<file path="src/rtl/cameralink_frame_gen.sv">
// cameralink_frame_gen: CameraLink camera-side frame/line timing and RGB test-pattern generator.
// Optional macro CAMERALINK_PIXEL_GAP_EN: VCE toggles every clock within a line, so each line lasts 2*WIDTH clocks.
module cameralink_frame_gen #(
  parameter int WIDTH    = 16,
  parameter int HEIGHT   = 8,
  parameter int VSETUP   = 2,
  parameter int HBLANK   = 4,
  parameter int FGAP     = 3,
  parameter int FREE_RUN = 0
) (
  input  logic        clock,
  input  logic        reset,
  input  logic        cam_enable,
  input  logic        cam_request,
  output logic [26:0] data_o,
  output logic        busy,
  output logic [15:0] frame_count
);
  typedef enum logic [2:0] {IDLE, FSTART, LINE, HBLK, FEND} state_t;
  localparam logic [15:0] W1  = 16'(WIDTH - 1);
  localparam logic [15:0] H1  = 16'(HEIGHT - 1);
  localparam logic [15:0] VS1 = 16'(VSETUP - 1);
  localparam logic [15:0] HB1 = 16'(HBLANK - 1);
  localparam logic [15:0] FG1 = 16'(FGAP - 1);
  state_t      state_q, state_d;
  logic [15:0] x_q, x_d, y_q, y_d, cnt_q, cnt_d, fc_q, fc_d;
  logic [26:0] data_q, data_d;
  logic        req_q, pend_q, pend_d, ph_q, ph_d, busy_q;
  logic        edge_w, step, last_px, lvv, vce;
  always_comb begin
    edge_w = cam_request && !req_q;
`ifdef CAMERALINK_PIXEL_GAP_EN
    step = ph_q;
`else
    step = 1'b1;
`endif
    last_px = step && (x_q == W1);
    state_d = state_q;
    x_d = x_q;
    y_d = y_q;
    cnt_d = cnt_q + 16'd1;
    ph_d = 1'b0;
    fc_d = fc_q;
    pend_d = pend_q || (edge_w && state_q != IDLE);
    case (state_q)
      IDLE: begin
        cnt_d = '0;
        if (edge_w && cam_enable) state_d = FSTART;
      end
      FSTART: if (cnt_q == VS1) begin
        state_d = LINE;
        cnt_d = '0;
        x_d = '0;
        y_d = '0;
      end
      LINE: begin
        cnt_d = '0;
        ph_d = !ph_q;
        x_d = step ? x_q + 16'd1 : x_q;
        if (last_px) begin
          x_d = '0;
          ph_d = 1'b0;
          state_d = (y_q == H1) ? FEND : HBLK;
          y_d = (y_q == H1) ? '0 : y_q + 16'd1;
          fc_d = (y_q == H1) ? fc_q + 16'd1 : fc_q;
        end
      end
      HBLK: if (cnt_q == HB1) begin
        state_d = LINE;
        cnt_d = '0;
      end
      FEND: if (cnt_q == FG1) begin
        cnt_d = '0;
        pend_d = 1'b0;
        state_d = (pend_q || edge_w || (FREE_RUN != 0 && cam_enable)) ? FSTART : IDLE;
      end
      default: state_d = IDLE;
    endcase
    // losing enable mid-frame aborts everything, even a same-cycle trigger
    if (state_q != IDLE && !cam_enable) begin
      state_d = IDLE;
      pend_d = 1'b0;
      x_d = '0;
      y_d = '0;
      cnt_d = '0;
      ph_d = 1'b0;
      fc_d = fc_q;
    end
    lvv = state_d == LINE;
`ifdef CAMERALINK_PIXEL_GAP_EN
    vce = lvv && !ph_d;
`else
    vce = lvv;
`endif
    data_d = {state_d != IDLE && state_d != FEND, lvv, vce,
              lvv ? {fc_d[7:0], y_d[7:0], x_d[7:0]} : 24'd0};
  end
  always_ff @(posedge clock or posedge reset) begin
    if (reset) begin
      state_q <= IDLE;
      x_q <= '0;
      y_q <= '0;
      cnt_q <= '0;
      fc_q <= '0;
      data_q <= '0;
      req_q <= 1'b0;
      pend_q <= 1'b0;
      ph_q <= 1'b0;
      busy_q <= 1'b0;
    end else begin
      state_q <= state_d;
      x_q <= x_d;
      y_q <= y_d;
      cnt_q <= cnt_d;
      fc_q <= fc_d;
      data_q <= data_d;
      req_q <= cam_request;
      pend_q <= pend_d;
      ph_q <= ph_d;
      busy_q <= state_d != IDLE;
    end
  end
  assign data_o = data_q;
  assign busy = busy_q;
  assign frame_count = fc_q;
endmodule

</file>
<file path="config.mk">
export PLATFORM = sky130hd
export DESIGN_NAME = cameralink_frame_gen
export DESIGN_NICKNAME = d
export VERILOG_FILES = /design/src/rtl/cameralink_frame_gen.sv
export SDC_FILE = /design/constraint.sdc
export NUM_CORES = 1
export LEC_CHECK = 0
export CAP_MARGIN = 20
export CORE_AREA = 8 8 77 130
export DETAILED_ROUTE_END_ITERATION = 10
export DIE_AREA = 0 0 85 138
export GPL_ROUTABILITY_DRIVEN = 0
export PLACE_DENSITY = 0.93
export SYNTH_ARGS = -nofsm -noshare
export SYNTH_HDL_FRONTEND = slang
export SYNTH_SLANG_ARGS = --single-unit
</file>
<file path="constraint.sdc">
create_clock -name clock -period 8.1 [get_ports clock]
set_input_delay 0.81 -clock clock [delete_from_list [all_inputs] [get_ports clock]]
set_output_delay 0.81 -clock clock [all_outputs]
set_load 0.01 [all_outputs]
</file>
After elaboration in Yosys (flattened, before gate mapping)
Cells that the tools add are included.
W data, S select, Z words.
{"block": "word_totals", "reg_bits": 97, "inputBits": 4, "out_inout_bits": 44, "wordCells": 78}
{"block": "classes", "add_sub_neg": 4, "n_eq_ne": 13, "mux": 31, "n_bitwise": 1, "reduce_logical": 17}
{"operator": "$mux W16", "n": 11}
{"operator": "$add A16 B1 Y16 const B", "n": 4}
{"operator": "$pmux W16 S2", "n": 2}
{"operator": "$pmux W16 S4", "n": 1}
{"operator": "$eq A16 B2 Y1 const B", "n": 2}
{"operator": "$mux W8", "n": 4}
{"operator": "$mux W24", "n": 1}
{"operator": "$mux W3", "n": 7}
{"operator": "$eq A16 B1 Y1 const B", "n": 1}
{"operator": "$eq A16 B3 Y1 const B", "n": 1}
{"operator": "$eq A16 B4 Y1 const B", "n": 1}
{"operator": "$pmux W3 S5", "n": 1}
{"operator": "$eq A3 B2 Y1 const B", "n": 3}
{"operator": "$ne A3 B3 Y1 const B", "n": 3}
{"operator": "$reduce_bool A3 Y1", "n": 3}
{"operator": "$logic_and A1 B1 Y1", "n": 5}
{"operator": "$mux W1", "n": 4}
{"operator": "$reduce_and A4 Y1", "n": 1}
{"operator": "$eq A3 B1 Y1 const B", "n": 1}
{"operator": "$eq A3 B3 Y1 const B", "n": 1}
{"operator": "$logic_not A3 Y1", "n": 1}
{"operator": "$reduce_and A3 Y1", "n": 1}
{"operator": "$logic_not A1 Y1", "n": 2}
{"operator": "$logic_or A1 B1 Y1", "n": 2}
{"operator": "other kinds (3)", "n": 3}

Longest topological paths before layout
Gate-level depths: netlist of run 1.
{"block": "depth", "depth_word": 9, "mapped_depth": 9, "mapped_depth_nobuf": 7}

Worst setup path after synthesis of run 1
No wires, ideal clock.
{"block": "synth_timing", "path_kind": "in2reg", "startpoint": "in cam_enable", "endpoint": "reg data_q[10], in the netlist data_o[10]", "setup_time_ns": 0.087, "arrival_time_ns": 2.238, "required_time_ns": 8.013, "slack_ns": 5.776, "path_stages": 7, "path_buffers": 3, "path_cell_list": "buf_2 > nand3_1 > buf_6 > nor3_1 > clkbuf_1 > nand3b_1 > a211oi_2"}
{"block": "synth_between", "elab_chain_len": 6, "word_cells_on_any_way": 9, "cone_classes": "1 x eq/ne; 5 x mux; 3 x reduce/logical"}
{"element": "start, declared", "line": "13", "rtl": "input logic cam_enable,"}
{"element": "$logic_and A1 B1 Y1", "line": "48", "rtl": "if (edge_w && cam_enable) state_d = FSTART;"}
{"element": "$mux W3", "line": "48"}
{"element": "$pmux W3 S5", "line": "45", "rtl": "case (state_q)"}
{"element": "$mux W3", "line": "80", "rtl": "if (state_q != IDLE && !cam_enable) begin"}
{"element": "$eq A3 B2 Y1", "line": "89", "rtl": "lvv = state_d == LINE;"}
{"element": "$mux W24 *", "line": "96", "rtl": "lvv ? {fc_d[7:0], y_d[7:0], x_d[7:0]} : 24'd0};"}
{"element": "net data_d[10]", "line": "27", "rtl": "logic [26:0] data_q, data_d;"}
{"element": "end signal, assigned", "line": "116", "rtl": "data_q <= data_d;"}
{"element": "end, declared", "line": "27"}
Mark *: on every way through the listed nets, which the timed path passes. The rest lies on a longest branch.
A chain may end at the register's enable or synchronous reset.

Worst setup path after layout of run 1
{"block": "layout_timing", "startpoint": "in cam_enable", "endpoint": "reg data_q[11], in the netlist data_o[11]"}
The elaborated chain is that of the path after synthesis.

==> out/metrics.csv, run 1 <==
stage;metric;value;unit
run_status;status;complete, but fails checks;
run_status;violations;DRC;
setup_path;critPathRequiredTime;8.35;ns
logic_synthesis;syn_area;4990;µm²
logic_synthesis;yosysSeqAreaShare;0.482;
power_and_ir_drop;peakVddDrop;0.192;mV
setup_path;cp-start-kind;primary input;
global_route;grt_pass1_vias;4142;
die;dieArea;11700;µm²
logic_synthesis;synthCells;487;
die;rows;44;
place;dpl.hpwl;8.72;mm
finish;utilization;0.707;
detailed_routing;post-route-drc-count;1;
detailed_routing;vias;4207;
sta;fmax;0.280;GHz
setup_path;cp-end-kind;flop;
setup_path;worstReg2RegStart;state_q[2];
detailed_routing;routed_wl;12.8;mm
finish;drive_gt1_frac;0.118;
clock_network;cts_tree;yes;
sta;tightest_slew;1.04;ns
global_route;grt_usage;0.217;
logic_synthesis;async_flop_share;1.00;
setup_path;r2r-end;data_o[11];
job;maxCapViolations;0;
clock_network;clock-root-buffer;clkbuf_16;
die;die_h;138;µm
finish;diodes;0;
die;core_area;8200;µm²
power_and_ir_drop;power_leakage;2.48;nW
clock_network;cts_made_buffers;9;
die;io_pins;48;
global_route;grt_remaining_overflow;0;
logic_synthesis;syn_nets;497;
sta;hold_slack;0.467;ns
sta;period_minus_slack;3.57;ns
finish;final_cell_mix;96 x dfrtp_1, 47 x clkdlybuf4s50_1, 45 x nand2_1, 40 x nor2_1, 25 x nand3_1;
die;initial_utilization;0.608;
place;io_buffers;47;
sta;hold_viol_final;0;
clock_network;holdBufCountCts;0;
logic_synthesis;yosysWarnings;0;
logic_synthesis;synthFlopType;dfrtp_1;
sta;setup_viol;0;
place;place_inst;606;
global_route;grt_max_degree;51;
finish;area_growth;16.4;%
global_route;antenna_found_initial;0;
finish;fill_cells;550;
detailed_routing;wl_per_cell;20.4;µm
sta;grt_setup_unrepaired;false;
detailed_routing;routed_via_density;6.74;
clock_network;cts_sinks;96;
setup_path;endpoint;data_o[11];
finish;fin_nets;538;
logic_synthesis;postSynthAreaPerCell;10.2;µm²
sta;fin_crit_sh;0.441;
setup_path;crit_arrival;3.82;ns
logic_synthesis;synth_edf_count;0;
sta;skew;0.0145;ns
hold_path;hold_path_class;reg -> reg;
power_and_ir_drop;power;0.00120;W
clock_network;htree_levels;3;
setup_path;rrSetupSlack;4.92;ns
logic_synthesis;ys_types;59;
clock_network;postCtsSetupBuffers;0;
setup_path;startpoint;cam_enable;
die;die_w;85;µm
setup_path;crit_fanout;20;
sta;tns;0;ns
detailed_routing;drtIter0Drc;421;
clock_network;cts_max_path_buffers;2;
detailed_routing;drt_pre_antenna_iters;8;
clock_network;cts_resized;0;
global_route;grt_pass1_wl;20.3;mm
detailed_routing;ant_nets;0;
clock_network;clkTransAtPathRegs;0.07;ns
setup_path;worstSetupPathType;in -> reg;
clock_network;worstSkewPairLatency;0.35;ns
sta;relSlewSlack;0.303;
setup_path;ff2ff_path_depth;5;
finish;fin_cells;624;
logic_synthesis;ys_ff_latch;96;
sta;drv_slew;0;
power_and_ir_drop;powerDensity;208;nW/µm²
finish;final_common_cell;dfrtp_1;
-- critical path, cell delays in order --
cell and delay, ns:
clkdlybuf4s50_1 0.74, nand3_1 0.73, nor2_2 0.91, o21ai_0 0.28, a211oi_2 0.33
-- metal layers --
metal | global-route usage | vias to the layer above | wire, µm | part of all wire
met3 | 0.0421 | 50 | 796 | 0.062
met2 | 0.409 | 253 | 7140 | 0.56
met4 | 0.109 | 0 | 535 | 0.042
li1 | - | 1856 | - | -
met5 | 0 | - | 0 | 0
met1 | 0.213 | 2048 | 4280 | 0.34
-- cells in the mapped netlist, types with 3 or more instances --
cell type,instances,area [µm²]
xnor2_1,21,184
and2_1,3,18.8
a22o_1,4,35.0
or3_1,6,37.5
xor2_1,15,131
o31ai_1,4,30.0
nor4_4,4,85.1
ha_1,6,75.1
a21o_1,8,60.1
a21oi_1,17,85.1
nand3_1,25,125
dfrtp_1,96,2400
nand4_1,15,93.8
and3_1,9,56.3
a211o_1,3,26.3
buf_4,4,30.0
buf_6,5,56.3
nor2_1,40,150
inv_1,14,52.6
a31oi_1,3,18.8
o21ai_0,20,100
nand3b_1,4,30.0
nor2b_1,4,25.0
a211oi_2,10,125
clkbuf_1,7,26.3
nor4_1,16,100
a211oi_1,3,22.5
buf_2,6,30.0
nor3_1,22,110
and4_1,5,43.8
nand2_1,45,169
nor4_2,4,50.1
nor3b_2,9,113
-- cells by family (layout without fill, tap and decap cells) --
group	after synthesis	in the layout	synth area share
buffers and inverters	36	81	0.0391
muxes	1	1	0.00226
adders and majority gates	6	6	0.0151
AOI/OAI and AO/OA	85	85	0.126
DFF	96	96	0.482
and+or+nand+nor	227	227	0.272
xor gates and xnor gates	36	36	0.0632
-- registers in the layout (all words and copies together), names as in the netlist --
name and count:
busy 1, cnt_q 16, data_o 26, frame_count 16, pend_q 1, req_q 1, state_q 3, x_q 16
y_q 16
-- metrics by stage --
| stage | setup slack (ns) | instance area (µm²) |
|---|---|---|
| 3_3_place_gp | 4.24 | 5450 |
| 2_1_floorplan | 4.78 | 4990 |
| 4_1_cts | 4.40 | 5760 |
| 5_1_grt | 4.34 | 5800 |
| 6_report | 4.53 | 5800 |
| 3_5_place_dp | 4.11 | 5450 |
-- where the power goes --
| part | leakage [nW] | total, W | internal, W | switching, W |
|---|---|---|---|---|
| Combinational | 0.993 | 0.000234 | 0.0000714 | 0.000163 |
| Clock | 0.156 | 0.000450 | 0.000271 | 0.000180 |
| Sequential | 1.33 | 0.000519 | 0.000496 | 0.0000239 |
-- worst min-delay path by stage --
stage	from	to	slack, ns	cells past startpoint
3_3_place_gp	frame_count[15]	frame_count[15]	0.46	1
2_1_floorplan	y_q[12]	y_q[12]	0.48	1
6_report	frame_count[15]	frame_count[15]	0.47	1
5_1_grt	frame_count[15]	frame_count[15]	0.50	1
4_1_cts	frame_count[15]	frame_count[15]	0.48	1
3_5_place_dp	frame_count[15]	frame_count[15]	0.47	1
-- area by class of cell --
cell class                      count  area, µm²  share of cell area
Multi-Input combinational cell    355       2390               0.412
Clock buffer                        9        225              0.0388
Tap cell                           92        115              0.0198
Sequential cell                    96       2400               0.414
Clock inverter                      6       91.3              0.0157
Timing Repair Buffer               52        526              0.0906
Inverter                           14       53.8             0.00927
Note: power is estimated with default switching activity, not from simulation.
==> run 2, diff against run 1 <==
CORE_AREA = 8 8 80 135   (was 8 8 77 130)
DIE_AREA = 0 0 88 143   (was 0 0 85 138)
PLACE_DENSITY = 0.87   (was 0.93)
clock period = 3.6 ns   (was 8.1 ns; I/O delays follow)
==> out/metrics.csv, run 2 (same netlist as run 1, synthesis figures left out) <==
stage;metric;value;unit;change
die;io_pins;48;;unchanged
clock_network;postCtsSetupBuffers;0;;unchanged
sta;grt_setup_unrepaired;false;;
clock_network;cts_sinks;96;;unchanged
power_and_ir_drop;peakVddDrop;0.349;mV;+82%
detailed_routing;vias;4048;;-3.8%
detailed_routing;wl_per_cell;18.7;µm;-8.7%
power_and_ir_drop;power;0.00258;W;+110%
global_route;grt_pass1_vias;4173;;+0.75%
detailed_routing;routed_wl;12.3;mm;-3.6%
global_route;grt_remaining_overflow;0;;unchanged
setup_path;crit_arrival;2.91;ns;-0.91 ns
setup_path;critPathRequiredTime;3.82;ns;-4.53 ns
detailed_routing;post-route-drc-count;0;;-1
die;core_area;8920;µm²;+8.8%
sta;fin_crit_sh;0.747;;
sta;tightest_slew;1.03;ns;-0.0161 ns
finish;area_growth;17.0;%;
job;maxCapViolations;0;;unchanged
setup_path;worstSetupPathType;reg -> reg;;
detailed_routing;drt_pre_antenna_iters;5;;-3
power_and_ir_drop;power_leakage;2.48;nW;about the same
finish;drive_gt1_frac;0.128;;+0.00959
setup_path;crit_fanout;29;;+45%
sta;relSlewSlack;0.314;;+0.0107
global_route;antenna_found_initial;0;;unchanged
sta;period_minus_slack;2.69;ns;
sta;drv_slew;0;;unchanged
detailed_routing;ant_nets;0;;unchanged
clock_network;holdBufCountCts;0;;unchanged
detailed_routing;routed_via_density;6.14;;-8.9%
sta;tns;0;ns;unchanged
sta;setup_ws;0.911;ns;-3.62 ns
setup_path;cp-start-kind;flop;;
finish;diodes;0;;unchanged
hold_path;hold_path_class;in -> async;;
finish;final_cell_mix;96 x dfrtp_1, 47 x clkdlybuf4s50_1, 45 x nand2_1, 40 x nor2_1, 25 x nand3_1;;
place;dpl.hpwl;8.76;mm;+0.47%
sta;hold_viol_final;0;;unchanged
clock_network;cts_max_path_buffers;2;;unchanged
global_route;grt_max_degree;59;;+16%
global_route;grt_pass1_wl;20.2;mm;-0.78%
die;dieArea;12600;µm²;+7.3%
sta;setup_viol;0;;unchanged
finish;fin_nets;544;;+1.1%
clock_network;cts_resized;0;;unchanged
finish;largest_register_ffs;26;;unchanged
sta;skew;0.0132;ns;-0.00130 ns
clock_network;cts_made_buffers;9;;unchanged
global_route;grt_usage;0.206;;-0.0102
die;die_h;143;µm;+3.6%
power_and_ir_drop;powerDensity;442;nW/µm²;+110%
clock_network;cts_tree;yes;;
die;die_w;88;µm;+3.5%
setup_path;cp-end-kind;flop;;
clock_network;clock-root-buffer;clkbuf_16;;
run_status;status;finished clean;;
die;rows;46;;+4.5%
finish;final_common_cell;dfrtp_1;;
clock_network;htree_levels;3;;unchanged
detailed_routing;drtIter0Drc;306;;-27%
finish;fill_cells;674;;+23%
die;initial_utilization;0.559;;-0.0489
place;io_buffers;47;;unchanged
sta;fmax;0.372;GHz;
place;dp_slack;0.657;ns;-3.46 ns
clock_network;worstSkewPairLatency;0.35;ns;about the same
clock_network;clkTransAtPathRegs;0.07;ns;about the same
==> run 2: cell types whose count changed in the layout (fill, tap and decap cells not counted) <==
cell and delta:
bufinv_16 -2, clkinv_2 +1, clkinvlp_4 +2, buf_16 -1, clkinv_4 -1, clkbuf_1 +1, buf_2 -1, buf_12 +1
buf_4 +7
==> run 2: final cells by class <==
| class | instances | area, µm² | share of cell area |
|---|---|---|---|
| inverter | 14 | 53.8 | 0.00923 |
| tap | 120 | 150 | 0.0257 |
| clock inverter | 6 | 42.5 | 0.00729 |
| multi-input combinational | 355 | 2390 | 0.410 |
| timing repair buffer | 58 | 566 | 0.0970 |
| sequential | 96 | 2400 | 0.412 |
| clock buffer | 10 | 229 | 0.0393 |
==> run 2: path summary, 6_finish.rpt <==
kind | end | cells past startpoint | startpoint | slack, ns
max | data_o[10] | 5 | cnt_q[7] | 0.91
min | y_q[9] | 2 | reset | 0.41
max reg2reg | data_o[10] | 5 | cnt_q[7] | 0.91
min reg2reg | frame_count[15] | 1 | frame_count[15] | 0.47
max in group asynchronous | x_q[0] | 3 | reset | 2.45
min in group clock | frame_count[15] | 1 | frame_count[15] | 0.47
==> run 2: power by group <==
| group | switching (W) | internal (W) | leakage [nW] |
|---|---|---|---|
| clock | 0.000414 | 0.000471 | 0.129 |
| sequential | 0.0000473 | 0.00111 | 1.33 |
| combinational | 0.000362 | 0.000166 | 1.02 |
==> run 2: stage by stage <==
stage | hold WS (ns) | util | area (µm²) | std cells
global placement | 0.460 | 0.623 | 5560 | 643
CTS | 0.427 | 0.654 | 5830 | 659
floorplan | 0.391 | - | 4990 | 487
detailed placement | 0.456 | 0.623 | 5560 | 643
finish | 0.414 | 0.654 | 5830 | 659
global route | 0.479 | 0.654 | 5830 | 659
==> run 2: worst max-delay path, stage by stage (launching register included) <==
cell	delay (ns)
dfrtp_1	0.44
nor4_1	0.45
nand4_1	0.28
a221o_1	0.76
o31ai_1	0.51
a211oi_2	0.12
==> run 2: routing by layer <==
| metal | up-vias | wire length, µm | track usage |
|---|---|---|---|
| met1 | 1989 | 4460 | 0.208 |
| met4 | 0 | 487 | 0.124 |
| met3 | 36 | 550 | 0.0374 |
| met2 | 164 | 6810 | 0.376 |
| li1 | 1859 | - | - |
| met5 | - | 0 | 0 |
==> run 3, diff against run 2 <==
clock period = 2.55 ns   (was 3.6 ns; I/O delays follow)
==> out/metrics.csv, run 3 (same netlist as run 1, synthesis figures left out) <==
stage;metric;value;unit;change
run_status;status;finished clean;;
setup_path;worstSetupPathType;reg -> reg;;
power_and_ir_drop;peakVddDrop;0.579;mV;+66%
power_and_ir_drop;power_leakage;2.57;nW;+4.0%
finish;multi_input_area;2390;µm²;+0.26%
sta;hold_viol_final;0;;unchanged
detailed_routing;drtIter0Drc;350;;+14%
clock_network;cts_sinks;96;;unchanged
die;die_h;143;µm;unchanged
detailed_routing;routed_wl;12.6;mm;+2.4%
finish;regArea;2400;µm²;unchanged
die;io_pins;48;;unchanged
detailed_routing;drt_pre_antenna_iters;5;;unchanged
sta;skew;0.00905;ns;-0.00412 ns
clock_network;cts_tree;yes;;
clock_network;cts_made_buffers;9;;unchanged
die;core_area;8920;µm²;unchanged
clock_network;worstSkewPairLatency;0.34;ns;about the same
place;dpl.hpwl;8.99;mm;+2.6%
clock_network;htree_levels;3;;unchanged
finish;fin_nets;557;;+2.4%
detailed_routing;wl_per_cell;18.7;µm;+0.46%
hold_path;min_from;cam_request;;
sta;drv_slew;0;;unchanged
place;io_buffers;47;;unchanged
clock_network;clock-root-buffer;clkbuf_16;;
die;dieArea;12600;µm²;unchanged
setup_path;crit_fanout;7;;-76%
sta;tightest_slew;0.679;ns;-0.349 ns
finish;largest_register_ffs;26;;unchanged
finish;utilization;0.673;;+0.0196
sta;grt_setup_unrepaired;false;;
clock_network;holdBufCountCts;0;;unchanged
sta;fmax;0.401;GHz;+7.9%
sta;period_minus_slack;2.49;ns;-0.197 ns
global_route;grt_remaining_overflow;0;;unchanged
sta;fin_crit_sh;0.977;;+0.230
job;maxCapViolations;0;;unchanged
die;die_w;88;µm;unchanged
sta;tns;0;ns;unchanged
power_and_ir_drop;powerDensity;655;nW/µm²;+48%
finish;final_common_cell;dfrtp_1;;
detailed_routing;vias;4173;;+3.1%
finish;final_cell_mix;96 x dfrtp_1, 47 x clkdlybuf4s50_1, 45 x nand2_1, 40 x nor2_1, 25 x nand3_1;;
sta;relSlewSlack;0.543;;+0.229
global_route;grt_pass1_vias;4353;;+4.3%
setup_path;critPathSlowestCell;nor4_4;;
global_route;grt_max_degree;97;;+64%
setup_path;cp-start-kind;flop;;
setup_path;max_stage_delay;0.54;ns;-0.22 ns
detailed_routing;routed_via_density;6.21;;+1.1%
die;rows;46;;unchanged
hold_path;hold_path_class;in -> reg;;
die;initial_utilization;0.559;;unchanged
finish;diodes;0;;unchanged
setup_path;path_cells;nor4_1 > nand4b_1 > nor4_4 > nand4_1 > a211oi_2;;
finish;fill_cells;637;;-5.5%
hold_path;hold_end;req_q;;
setup_path;cp-end-kind;flop;;
global_route;grt_pass1_wl;20.7;mm;+2.8%
setup_path;critPathRequiredTime;2.80;ns;-1.02 ns
detailed_routing;ant_nets;0;;unchanged
finish;area_growth;20.5;%;
setup_path;rrSetupSlack;0.06;ns;-0.85 ns
setup_path;r2r-end;data_o[22];;
sta;setup_viol;0;;unchanged
setup_path;crit_arrival;2.75;ns;-0.16 ns
global_route;grt_usage;0.212;;+0.00572
clock_network;cts_max_path_buffers;2;;unchanged
setup_path;ff2ff_path_depth;5;;unchanged
finish;drive_gt1_frac;0.152;;+0.0242
global_route;antenna_found_initial;0;;unchanged
setup_path;worstReg2RegStart;x_q[13];;
hold_path;holdPathStages;1;;
clock_network;clkTransAtPathRegs;0.07;ns;about the same
detailed_routing;post-route-drc-count;0;;unchanged
-- run 3: final cells by class --
class / count / area share
clock buffers: 9 / 0.0375
clock inverters: 7 / 0.0171
inverters: 14 / 0.00937
multi-input cells: 355 / 0.399
flip-flops and latches: 96 / 0.400
well taps: 120 / 0.0250
repair buffers: 71 / 0.112
-- run 3: layer usage --
metal	global-route usage	part of all wire	vias to the layer above	wire length (µm)
li1	-	-	1883	-
met1	0.202	0.34	2085	4270
met2	0.394	0.57	150	7230
met3	0.0340	0.038	55	474
met4	0.149	0.050	0	626
met5	0	0	-	0
-- run 3: report_power, final --
part	switching [W]	internal, W	total (W)
sequential	0.0000746	0.00157	0.00165
clock	0.000587	0.000871	0.00146
combinational	0.000540	0.000285	0.000825
-- run 3: stage by stage --
stage	cells	hold slack, ns	cell area, µm²	total power [W]	worst slack (ns)
finish	672	0.377	6010	0.00393	0.0579
global route	672	0.390	6010	0.00408	0.0345
CTS	672	0.370	6000	0.00395	0.117
detailed placement	656	0.468	5670	0.00248	0.109
global placement	656	0.459	5670	0.00245	0.247
floorplan	487	0.286	4990	0.00224	0.430
-- run 3: worst max-delay path, delay by kind of cell (launching register included) --
| family | cells | cell delay [ns] |
|---|---|---|
| compound gates | 1 | 0.28 |
| flops | 1 | 0.43 |
| simple gates | 4 | 1.69 |
-- run 3: worst max-delay path by stage --
stage	cells past startpoint	slack (ns)	start	endpoint
after global placement	6	0.25	cnt_q[11]	data_o[10]
after CTS	5	0.12	x_q[13]	data_o[22]
after floorplan	8	0.43	y_q[0]	data_o[10]
after global routing	6	0.03	cnt_q[7]	data_o[10]
after detailed placement	6	0.11	cam_enable	data_o[22]
final	5	0.06	x_q[13]	data_o[22]
-- run 3: repair_timing --
item	in CTS	in global routing
setup endpoints to repair	0	1
gates resized for setup	0	1
buffers inserted	0	0
